--- src/rtl/data_mem_sweep.sv ---
// Data memory with registered read and a hardware clear sweep.
// A sweep zeroes one word per cycle. It runs after Reset or after a ClearReq pulse.
// Busy is high while a sweep is running.
// Optional macro DATA_MEM_SWEEP_PARITY_EN adds one even-parity bit per word,
// together with the ParInject and ParityErr ports.
module data_mem_sweep #(
  parameter int unsigned DATA_W = 8,
  parameter int unsigned ADDR_W = 8
) (
  input  logic              Clk,
  input  logic              Reset,
`ifdef DATA_MEM_SWEEP_PARITY_EN
  input  logic              ParInject,
  output logic              ParityErr,
`endif
  input  logic              ClearReq,
  input  logic              WrEn,
  input  logic [ADDR_W-1:0] WrAddr,
  input  logic [DATA_W-1:0] WrData,
  input  logic              RdEn,
  input  logic [ADDR_W-1:0] RdAddr,
  output logic [DATA_W-1:0] RdData,
  output logic              RdValid,
  output logic              Busy
);

  localparam int unsigned DEPTH = 2 ** ADDR_W;

  typedef enum logic [0:0] {StIdle, StClear} state_e;

  state_e              state_q, state_d;
  logic [ADDR_W-1:0]   clr_addr_q, clr_addr_d;
  logic [DATA_W-1:0]   core [DEPTH];
  logic                wr_go, rd_go, bypass;

  // Accesses are honoured only in IDLE; Reset blocks them for that cycle.
  assign wr_go  = (state_q == StIdle) && WrEn && !Reset;
  assign rd_go  = (state_q == StIdle) && RdEn;
  assign bypass = WrEn && (WrAddr == RdAddr);
  assign Busy   = (state_q == StClear);

  // Next-state logic: the sweep finishes after writing the last word.
  always_comb begin
    state_d    = state_q;
    clr_addr_d = clr_addr_q;
    unique case (state_q)
      StIdle: begin
        if (ClearReq) begin
          state_d    = StClear;
          clr_addr_d = '0;
        end
      end
      StClear: begin
        clr_addr_d = clr_addr_q + ADDR_W'(1);
        if (clr_addr_q == ADDR_W'(DEPTH - 1)) state_d = StIdle;
      end
      default: state_d = StIdle;
    endcase
  end

  // State register; Reset always restarts the sweep from address 0.
  always_ff @(posedge Clk) begin
    if (Reset) begin
      state_q    <= StClear;
      clr_addr_q <= '0;
    end else begin
      state_q    <= state_d;
      clr_addr_q <= clr_addr_d;
    end
  end

  // Storage array: the sweep writes zeros, otherwise the write port is used.
  always_ff @(posedge Clk) begin
    if (!Reset) begin
      if (state_q == StClear) core[clr_addr_q] <= '0;
      else if (wr_go)         core[WrAddr]     <= WrData;
    end
  end

  // Registered read with write-first bypass; RdData holds when no read is issued.
  always_ff @(posedge Clk) begin
    if (Reset) begin
      RdData  <= '0;
      RdValid <= 1'b0;
    end else begin
      RdValid <= rd_go;
      if (rd_go) RdData <= bypass ? WrData : core[RdAddr];
    end
  end

`ifdef DATA_MEM_SWEEP_PARITY_EN
  logic par_mem [DEPTH];

  // Parity storage follows the data array; the sweep stores parity 0.
  always_ff @(posedge Clk) begin
    if (!Reset) begin
      if (state_q == StClear) par_mem[clr_addr_q] <= 1'b0;
      else if (wr_go)         par_mem[WrAddr]     <= (^WrData) ^ ParInject;
    end
  end

  // On a bypassed read the stored parity would equal ^WrData ^ ParInject, so the error is ParInject.
  always_ff @(posedge Clk) begin
    if (Reset) begin
      ParityErr <= 1'b0;
    end else if (rd_go) begin
      ParityErr <= bypass ? ParInject : ((^core[RdAddr]) != par_mem[RdAddr]);
    end else begin
      ParityErr <= 1'b0;
    end
  end
`endif

endmodule

--- config.mk ---
export PLATFORM = sky130hd
export DESIGN_NAME = data_mem_sweep
export DESIGN_NICKNAME = d
export VERILOG_FILES = /design/src/rtl/data_mem_sweep.sv
export SDC_FILE = /design/constraint.sdc
export NUM_CORES = 2
export LEC_CHECK = 0
export ABC_AREA = 1
export BUFFER_PORTS_ARGS = -buffer_cell sky130_fd_sc_hd__buf_2
export CORE_MARGIN = 2
export CORE_UTILIZATION = 50
export DETAILED_ROUTE_END_ITERATION = 7
export PLACE_DENSITY_LB_ADDON = 0.05
export SLEW_MARGIN = 5
export SYNTH_ARGS = -nofsm -noshare
export SYNTH_HDL_FRONTEND = slang
export SYNTH_SLANG_ARGS = --single-unit
--- constraint.sdc ---
create_clock -name Clk -period 23.7 [get_ports Clk]
set_clock_uncertainty 0.05 [all_clocks]
set_input_delay 4.74 -clock Clk [delete_from_list [all_inputs] [get_ports Clk]]
set_output_delay 4.74 -clock Clk [all_outputs]
set_load 0.05 [all_outputs]
==> summary.md <==
| Metric | Value |
|---|---|
| Net count after synthesis | 7165 |
| Vias in the first global route | 51800 |
| Met3 Routed Length | 20200 um |
| Pre-antenna DRT Iters | 6 |
| Worst path max stage delay | 0.89 ns |
| Maxcap violations | 0 |
| CP Launch Type | primary input |
| Setup Fix Bufs, Post-CTS | 0 |
| Most common cell on crit path | nand3_1 |
| Final Hold Slack | 0.435 ns |
| Final Hold Fails | 0 |
| Total track usage | 0.283 |
| Synth cell types | 33 |
| Final worst path period share | 0.371 |
| EDFF count, synth | 2048 |
| Final setup margin | 14.92 ns |
| Unrepaired setup endpoints after global routing | no |
| Crit path max-delay family | buffers and inverters |
| Initial core utilization | 0.503 |
| Final GP Congestion | 0.872 |
| CTS tree | done |
| Final Slew Violations | 0 |
| Crit path time final | 8.78 ns |
| Fraction of layout cells with a size suffix above 1 | 0.0625 |
| Max stage delay cell, worst path | buf_4 |
| Global route overflow | 0 |
| Nets@finish | 7007 |
| Vias/cell | 5.88 |
| Cells after Synth | 7135 |
| Critical path buffers and inverters | 5 |
| Die area | 171000 um2 |
| Critical path type | in -> reg |
| CP Max Fanout | 175 |
| Worst slack, placed | 13.99 ns |
| Core area | 167000 um2 |
| Worst Setup End Kind | flop |
| Worst-Margin Slew | 1.30 ns |
| # rows | 150 |
| Mapped Area | 83900 um2 |
| Core Util, Final | 0.552 |
| Root buf cell | clkbuf_16 |
| Crit path cell chain | buf_8 > inv_8 > buf_12 > buf_4 > buf_4 > nand2_1 > nand3_1 > nand3_1 > nand3_1 > nand3_1 > nand3_1 > nand3_1 > nand3_1 > nand3_1 > a21oi_2 |
| I/O pin cnt | 39 |
| Final setup fails | 0 |
| Power Density | 81.9 nW/um2 |
| Tightest Hold Check Type | reg -> reg |
| Clk_lat worst skew | 0.85 ns |
| Initial antenna violation count | 9 |
| Worst rel slew slack | 0.128 |
| M1 WL | 106000 um |
| Iteration-0 DRC Markers | 6583 |
| FF+latch count, synth | 2066 |
| Port-buffer cells | 38 |
| Prevailing post-synth register cell | edfxtp_1 |
| DPL Wire Length | 134000 um |
| Critical path data required time | 24.43 ns |
| Max VDD drop | 0.0000737 V |
| Chip height | 414 um |
| Resized Gates After CTS | 0 |
| Fmax | 0.114 GHz |
| Top routing layer in use | met5 |
| Routed Antenna Nets | 0 |
| Setup TNS | 0 ns |
| YS warnings | 0 |
| Drc violations | 0 |
| Routed wire length | 242000 um |
| Via count | 55000 |
| Reg clk slew, reported paths | 0.06 ns |
| # hold bufs at CTS | 0 |
| Clock Sinks | 2066 |
| Routed len/inst | 25.9 um |
| CTS Buf Count | 211 |
| Post-synth ARST share | 0 |
| Wire length on met2 | 110000 um |
| Seq/Total Area, Yosys | 0.737 |
| Mean post-synth cell area | 11.8 um2 |
| Status | finished, final reports clean |
| Arr. time, crit path | 9.52 ns |
| Largest net degree at the start of global routing | 198 |
| H-tree lvl count | 4 |
| Die Span X | 414 um |
| Clock Path Buffers | 3 |
| First-pass GRT wire length | 356000 um |
| Synth-to-Final Area Change | 9.78% |
| Leak | 31.3 nW |
[layer usage]
metal | vias up | GRT usage
met5 | - | 0
met4 | 4 | 0.0803
met3 | 342 | 0.0521
met2 | 2173 | 0.428
met1 | 27400 | 0.422
li1 | 25000 | -
[worst paths after layout]
| kind | from | to | slack, ns | depth (start not counted) |
|---|---|---|---|---|
| max | RdAddr[0] | RdData[4] | 14.92 | 15 |
| min | clr_addr_q[0] | clr_addr_q[0] | 0.44 | 1 |
| max reg2reg | Busy | core[204][0] | 19.21 | 7 |
| min reg2reg | clr_addr_q[0] | clr_addr_q[0] | 0.44 | 1 |
[synthesized netlist by cell type, types with 2 or more instances]
| library cell | instances | area [um2] |
|---|---|---|
| nand2_1 | 2103 | 7890 |
| edfxtp_1 | 2048 | 61500 |
| nand3_1 | 2043 | 10200 |
| nor2_1 | 307 | 1150 |
| clkbuf_1 | 207 | 777 |
| buf_2 | 195 | 976 |
| buf_1 | 68 | 255 |
| inv_1 | 61 | 229 |
| dfxtp_1 | 18 | 360 |
| buf_4 | 15 | 113 |
| a21oi_1 | 14 | 70.1 |
| o21ai_0 | 14 | 70.1 |
| a21oi_2 | 8 | 70.1 |
| inv_2 | 4 | 15.0 |
| o21ai_2 | 4 | 35.0 |
| o22ai_1 | 3 | 18.8 |
| a211oi_1 | 2 | 15.0 |
| buf_6 | 2 | 22.5 |
| clkinv_1 | 2 | 7.51 |
| nor2_2 | 2 | 12.5 |
| o21ai_1 | 2 | 10.0 |
| xor2_1 | 2 | 17.5 |
[area by class of cell]
class	instances	area (um2)
antenna	1	2.50
clock buffer	268	5600
clock inverter	115	948
fill	14100	74900
inverter	68	282
multi-input combinational	4514	19800
sequential	2066	61900
tap	2204	2760
timing repair buffer	116	925
[metrics by stage]
step / instances / power (mW) / instance area (um2)
detailed placement: 8968 / 4.43 / 85600
global route: 9351 / 7.75 / 92100
global placement: 8968 / 4.43 / 85600
finish: 9352 / 7.55 / 92200
CTS: 9351 / 7.58 / 92100
floorplan: 7135 / 4.29 / 83900
[flip-flops by register name, summed over array words and instances (netlist names)]
| register | cells |
|---|---|
| Busy | 1 |
| RdData | 8 |
| RdValid | 1 |
| clr_addr_q | 8 |
| core | 2048 |
[layout by cell type (no fill, tap or decap), types with 9 or more instances in the layout]
cell / instances
buf_12: 9
nor2_1: 299
a21oi_1: 14
clkbuf_16: 216
o21ai_0: 14
clkbuf_1: 52
buf_2: 34
clkinv_2: 45
dfxtp_1: 18
bufinv_16: 13
nand2_2: 13
clkinv_1: 49
edfxtp_1: 2048
nand2_1: 2090
buf_4: 69
nand3_1: 2043
inv_1: 58
nor2_4: 9
[cells by family after synthesis]
group	Yosys count	synth area share
buf+inv	555	0.0286
xor+xnor	2	0.000209
flops	2066	0.737
compound gates	49	0.00365
fa+ha+maj	1	0.000149
simple gates	4462	0.230
[report_power, final]
part / switching (mW) / internal, mW / total (mW) / leakage [nW]
combinational: 0.296 / 0.102 / 0.398 / 11.7
sequential: 0.000964 / 3.96 / 3.96 / 16.4
clock: 1.39 / 1.80 / 3.20 / 3.22
No activity file was read; power rests on OpenSTA's default activity.
